File: config.mk
export PLATFORM = sky130hd
export DESIGN_NAME = serial_alu_seq
export DESIGN_NICKNAME = d
export VERILOG_FILES = /design/src/rtl/serial_alu_seq.sv
export SDC_FILE = /design/constraint.sdc
export NUM_CORES = 1
export LEC_CHECK = 0
export CAP_MARGIN = 20
export CORE_UTILIZATION = 49
export DETAILED_ROUTE_END_ITERATION = 7
export PLACE_DENSITY = 0.83
export REMOVE_ABC_BUFFERS = 1
export SLEW_MARGIN = 20
export SYNTH_ARGS = -nofsm -noshare
export SYNTH_HDL_FRONTEND = slang
export SYNTH_SLANG_ARGS = --single-unit
File: constraint.sdc
create_clock -name clk -period 1.79 [get_ports clk]
set_clock_uncertainty 0.05 [all_clocks]
set_input_delay 0.358 -clock clk [delete_from_list [all_inputs] [get_ports clk]]
set_output_delay 0.358 -clock clk [all_outputs]
set_load 0.1 [all_outputs]
File: src/rtl/serial_alu_seq.sv
// serial_alu_seq: bit-serial ALU sequencer driving an external 1-bit ALU slice, LSB first
module serial_alu_seq #(
    parameter int WIDTH = 8
) (
    input  logic             clk,
    input  logic             rst_n,
    input  logic             start,
    input  logic [2:0]       op,
    input  logic [WIDTH-1:0] a,
    input  logic [WIDTH-1:0] b,
    input  logic             cin,
    output logic             busy,
    output logic             done,
    output logic [WIDTH-1:0] result,
    output logic             carry_flag,
    output logic             zero_flag,
    output logic             alu_a,
    output logic             alu_b,
    output logic             alu_cin,
    output logic             alu_bin,
    output logic [2:0]       alu_sel,
    input  logic             alu_y,
    input  logic             alu_cout,
    input  logic             alu_bout
);
    localparam int CW = (WIDTH > 1) ? $clog2(WIDTH) : 1;
    localparam logic [2:0] OP_ADD = 3'b000;
    localparam logic [2:0] OP_SUB = 3'b001;

    typedef enum logic [1:0] {IDLE, RUN, DONE} state_t;

    state_t           state;
    logic [WIDTH-1:0] a_reg;
    logic [WIDTH-1:0] b_reg;
    logic [WIDTH-1:0] work;
    logic [2:0]       op_reg;
    logic             cy;
    logic [CW-1:0]    cnt;
    logic             run;
    logic             last;
    logic             cy_next;
    logic [WIDTH-1:0] res_next;

    // Slice drive: operand bits and carry/borrow only while running, opcode always visible
    always_comb begin
        run      = state == RUN;
        last     = cnt == CW'(WIDTH - 1);
        alu_a    = run ? a_reg[cnt] : 1'b0;
        alu_b    = run ? b_reg[cnt] : 1'b0;
        alu_sel  = op_reg;
        alu_cin  = (run && (op_reg == OP_ADD || op_reg == OP_SUB)) ? cy : 1'b0;
        alu_bin  = (run && op_reg == OP_SUB) ? cy : 1'b0;
        cy_next  = (op_reg == OP_ADD) ? alu_cout : (op_reg == OP_SUB) ? alu_bout : 1'b0;
        res_next = {alu_y, work[WIDTH-1:1]};
    end

    // Sequencer: capture on accept, shift one slice result per RUN cycle, publish on the last bit
    always_ff @(posedge clk or negedge rst_n) begin
        if (!rst_n) begin
            state      <= IDLE;
            busy       <= 1'b0;
            done       <= 1'b0;
            a_reg      <= '0;
            b_reg      <= '0;
            work       <= '0;
            op_reg     <= OP_ADD;
            cy         <= 1'b0;
            cnt        <= '0;
            result     <= '0;
            carry_flag <= 1'b0;
            zero_flag  <= 1'b1;
        end else begin
            done <= 1'b0;
            case (state)
                IDLE: if (start) begin
                    state  <= RUN;
                    busy   <= 1'b1;
                    a_reg  <= a;
                    b_reg  <= b;
                    op_reg <= op;
                    cy     <= (op == OP_ADD || op == OP_SUB) ? cin : 1'b0;
                    cnt    <= '0;
                end
                RUN: begin
                    work <= res_next;
                    cy   <= cy_next;
                    cnt  <= cnt + 1'b1;
                    if (last) begin
                        state      <= DONE;
                        done       <= 1'b1;
                        result     <= res_next;
                        carry_flag <= cy_next;
                        zero_flag  <= res_next == '0;
                    end
                end
                DONE: begin
                    state <= IDLE;
                    busy  <= 1'b0;
                end
                default: state <= IDLE;
            endcase
        end
    end
endmodule

### Word-level counts from Yosys, hierarchy flattened

Cells that the tools add are included.

| cells by class | value |
|---|---|
| add/sub/neg operators | 1 |
| $lt $le $gt $ge | 1 |
| equality and inequality tests | 7 |
| multiplexer cells | 22 |
| reductions and logical operators | 15 |

Operators with widths:

| operator | count |
|---|---|
| $mux 1 | 13 |
| $reduce_and 2->1 | 5 |
| $logic_not 8->1 | 1 |
| $bmux 1 s3 | 2 |
| $eq 3x1->1 const B | 2 |
| $logic_not 3->1 | 2 |
| $pmux 3 s2 | 1 |
| $lt 3x4->1 const B | 1 |
| $mux 2 | 2 |
| $pmux 1 s2 | 2 |
| $pmux 2 s2 | 1 |
| $reduce_bool 2->1 | 2 |
| $add 3x1->3 const B | 1 |
| $eq 3x3->1 const B | 1 |
| $mux 3 | 1 |
| $eq 2x1->1 const B | 1 |
| $eq 2x2->1 const B | 1 |
| $logic_and 1x1->1 | 2 |
| $logic_not 2->1 | 1 |
| $logic_or 1x1->1 | 2 |
| $ne 2x1->1 const B | 1 |
| $ne 2x2->1 const B | 1 |

| word-level totals | value |
|---|---|
| flip-flop bits (word level) | 45 |
| bits of input ports | 26 |
| output and inout bits | 19 |
| word-level logic and storage cells | 58 |

### Longest topological paths before layout

| logic depth | value |
|---|---|
| word-level depth | 5 |
| depth in mapped cells | 6 |
| depth with buffers taken out | 5 |

### Worst setup path after synthesis

Ideal clock, no wire load.

| path | value |
|---|---|
| path kind | reg-to-output |
| start | register op_reg[1] (netlist: alu_sel[1]) |
| end | output port alu_bin |
| arrival time | 2710 ps |
| data required time | 1382 ps |
| path slack | -1328 ps |
| cell stages (with the launch flop) | 4 |
| buffers on the path | 0 |
| cell sequence | dfrtp_1 -> nor2_1 -> and3_1 -> and2_1 |

| between the ends | value |
|---|---|
| word-level cells in the longest chain between the ends | 3 |

RTL lines:

| what | line | source |
|---|---|---|
| from (decl) | 36 | `logic [2:0] op_reg;` |
| from (signal assigned) | 80 | `op_reg <= op;` |
| $eq 3x1->1 | 52 | `alu_bin = (run && op_reg == OP_SUB) ? cy : 1'b0;` |
| $logic_and 1x1->1 | 52 |  |
| $mux 1 | 52 |  |
| to (decl) | 20 | `output logic alu_bin,` |

No other way between the ends.

### Final worst setup path

| path | value |
|---|---|
| start | register cnt[1] |
| end | output port alu_a |

| between the ends | value |
|---|---|
| word-level cells in the longest chain between the ends | 3 |

RTL lines:

| what | line | source |
|---|---|---|
| from (decl) | 38 | `logic [CW-1:0] cnt;` |
| from (signal assigned) | 87 | `cnt <= cnt + 1'b1;` |
| $bmux 1 s3 | 48 | `alu_a = run ? a_reg[cnt] : 1'b0;` |
| $mux 1 (not written as such) | 48 |  |
| $mux 1 | 48 |  |
| to (decl) | 17 | `output logic alu_a,` |

No other way between the ends. The select of a mux whose other input is x is not followed.

==> run_results.csv <==
group,metric,value,unit
status,status,"finished, violations left",
status,violations,"setup timing",
clock_tree,cts_root_buf,"clkbuf_8",
logic_synthesis,synth-main-ff-cell,"dfrtp_1",
logic_synthesis,ys_seq_elements,44,
floorplanning,core,3690,um^2
timing,hold_viol,0,
setup_path,crit_path_start_kind,"register",
setup_path,cp_data_arrival_time,1700,ps
timing,max_freq,474,MHz
floorplanning,chipHeight,64.2,um
cells_and_area,antenna_cells,0,
global_route,grt_pass1_wl,6.61,mm
global_route,use_met3,5.18,%
logic_synthesis,synth_top_area_share,56.7,%
cells_and_area,layout.nets,230,
global_route,grt_max_degree,45,
logic_synthesis,synth_common_cells,"dfrtp_1 (43), mux2_2 (27), nand2_1 (26)",
clock_tree,cts_buffers,5,
routing,viasPerCell,5.26,
logic_synthesis,synth_edf_count,0,
routing,drc_errors,0,
clock_tree,cts_tree,"done",
global_route,grt-busiest-layer,"met2",
clock_tree,cts.sinks,44,
placed_design,portBuffers,44,
logic_synthesis,synthArstFlopShare,100,%
global_route,grt_usage,21.4,%
routing,routed_wl,3.98,mm
timing,maxSlewViolCount,0,
setup_path,crit_required,1380,ps
global_route,antenna_found_initial,0,
timing,setup_viol,4,
cells_and_area,final_layout_size_suffix_gt1_share,43.8,%
clock_tree,cts_hold_buf,0,
logic_synthesis,synth_top_area_cell,"dfrtp_1",
setup_path,crit_fanout,5,
clock_tree,path_clk_slew,80,ps
logic_synthesis,yosysWarningCount,0,
logic_synthesis,synth.area.top_cells,"dfrtp_1 (57%), mux2_2 (16%), mux4_1 (5.5%), nand2_1 (5.1%), dfstp_2 (1.4%)",
setup_path,end_kind,"primary output",
floorplanning,initial_core_util,51.4,%
placed_design,gp_congestion,0.807,
routing,ant_nets,0,
global_route,grtUsageMet2,37.5,%
routing,dr.pass1.iters,5,
global_route,use_met1,26.8,%
logic_synthesis,syn_area,1900,um^2
worst_hold_path,hold_class,"input pin to asynchronous set/reset pin",
timing,period_share,118,%
setup_path,crit_type,"register to primary output",
logic_synthesis,ys_types,28,
global_route,overflow,0,
logic_synthesis,avgSynthCellArea,13.5,um^2
clock_tree,cts_buffer_depth,2,
global_route,first_global_vias,1370,
logic_synthesis,yosysSeqAreaShare,58.1,%
timing,hold_ws,76.0,ps
timing,finalWorstSetupSlack,-322,ps
routing,drtIter0Drc,67,
routing,num_vias,1321,
timing,period_needed,2110,ps
clock_tree,clk_latency,290,ps
floorplanning,core.rowCount,22,
logic_synthesis,postSynthCellCount,140,
cells_and_area,syn2layout_area_growth,46.8,%
timing,rsz0062_at_grt,"true",
clock_tree,htreeDepth,2,
flow_run,drv_cap,0,
timing,tightest_slew,523,ps
floorplanning,die_w,64.2,um
floorplanning,io_pins,45,
floorplanning,dieArea,4120,um^2
logic_synthesis,synth_most_common_cell,"dfrtp_1",
timing,relSlewSlack,65.1,%
placed_design,dpl.hpwl,2.78,mm
routing,post_drt_wl_per_cell,15.9,um
## cell usage in the layout, fill, tap and decap left out, drive strengths merged
cell	n
o21ai	4
nor4b	1
nand2	26
and3	1
clkinv	2
dfstp	1
buf	37
a21oi	3
clkbuf	6
mux2i	2
ha	2
nor3b	1
a32oi	1
nor2b	2
nand3b	1
nand2b	1
dfrtp	43
nor4	2
mux2	28
mux4	4
o21bai	2
nor2	3
a22o	2
inv	3
and2	1
clkdlybuf4s50	24
## routing by layer
metal	vias up	wire length, um	share of wire (%)
li1	614	-	-
met1	666	1640	41
met2	39	2160	54
met3	2	170	4.3
met4	0	12	0.30
met5	-	0	0
## what timing repair did
item,in CTS,in global routing
setup buffers,4,4
resized for setup,12,3
endpoints found under the hold margin,0,0
pin swaps,1,1
setup endpoints to repair,4,11
## critical path: stages, from the launching register on
cell     delay [ps]
dfrtp_2         440
mux4_2          530
mux2i_2         190
nor2_2           80
buf_12          170
## layout make-up
| cell class | count | area [um^2] |
|---|---|---|
| multi-input cells | 87 | 746 |
| clock buffers | 6 | 82.6 |
| inverters | 3 | 11.3 |
| clock inverters | 2 | 10.0 |
| repair buffers | 61 | 769 |
| fillers | 246 | 903 |
| flip-flops and latches | 44 | 1110 |
| well taps | 48 | 60.1 |
## final timing paths
path / from / to / slack [ps] / cells past startpoint
worst max-delay path: cnt[1]$_DFFE_PN0P_ / alu_a / -320 / 4
worst min-delay path: rst_n / result[3]$_DFFE_PN0P_ / 80 / 2
worst max register to register: cnt[1]$_DFFE_PN0P_ / result[7]$_DFFE_PN0P_ / 60 / 5
worst min register to register: a_reg[5]$_DFFE_PN0P_ / a_reg[5]$_DFFE_PN0P_ / 450 / 1
max in group asynchronous: rst_n / alu_sel[2]$_DFFE_PN0P_ / 1220 / 2
min in group clk: a_reg[5]$_DFFE_PN0P_ / a_reg[5]$_DFFE_PN0P_ / 450 / 1
## per-stage QoR
| stage | setup WS (ps) | TNS, ps | instance area (um^2) | utilization (%) | cells |
|---|---|---|---|---|---|
| 6_report | -322 | -669 | 2790 | 75.5 | 251 |
| 3_3_place_gp | -26.2 | -407 | 2620 | 70.9 | 235 |
| 5_1_grt | -398 | -900 | 2790 | 75.5 | 251 |
| 2_1_floorplan | -1330 | -5250 | 1850 | - | 134 |
| 3_5_place_dp | -64.0 | -784 | 2620 | 70.9 | 235 |
| 4_1_cts | -310 | -622 | 2750 | 74.5 | 247 |
## kinds of logic (layout without fill, tap and decap cells)
group	count (synthesis)	after routing	share of synthesized area (%)
adder cells (fa/ha/maj)	2	2	1.32
AND/OR/NAND/NOR	39	39	10.2
buffers and inverters	9	72	3.03
flip-flops	44	44	58.1
AO/OA/AOI/OAI	12	12	4.09
multiplexers	34	34	23.2
Power is left out: the tool's default activity adds up to more than one toggle a clock period on the data nets, which glitch-free logic cannot reach.
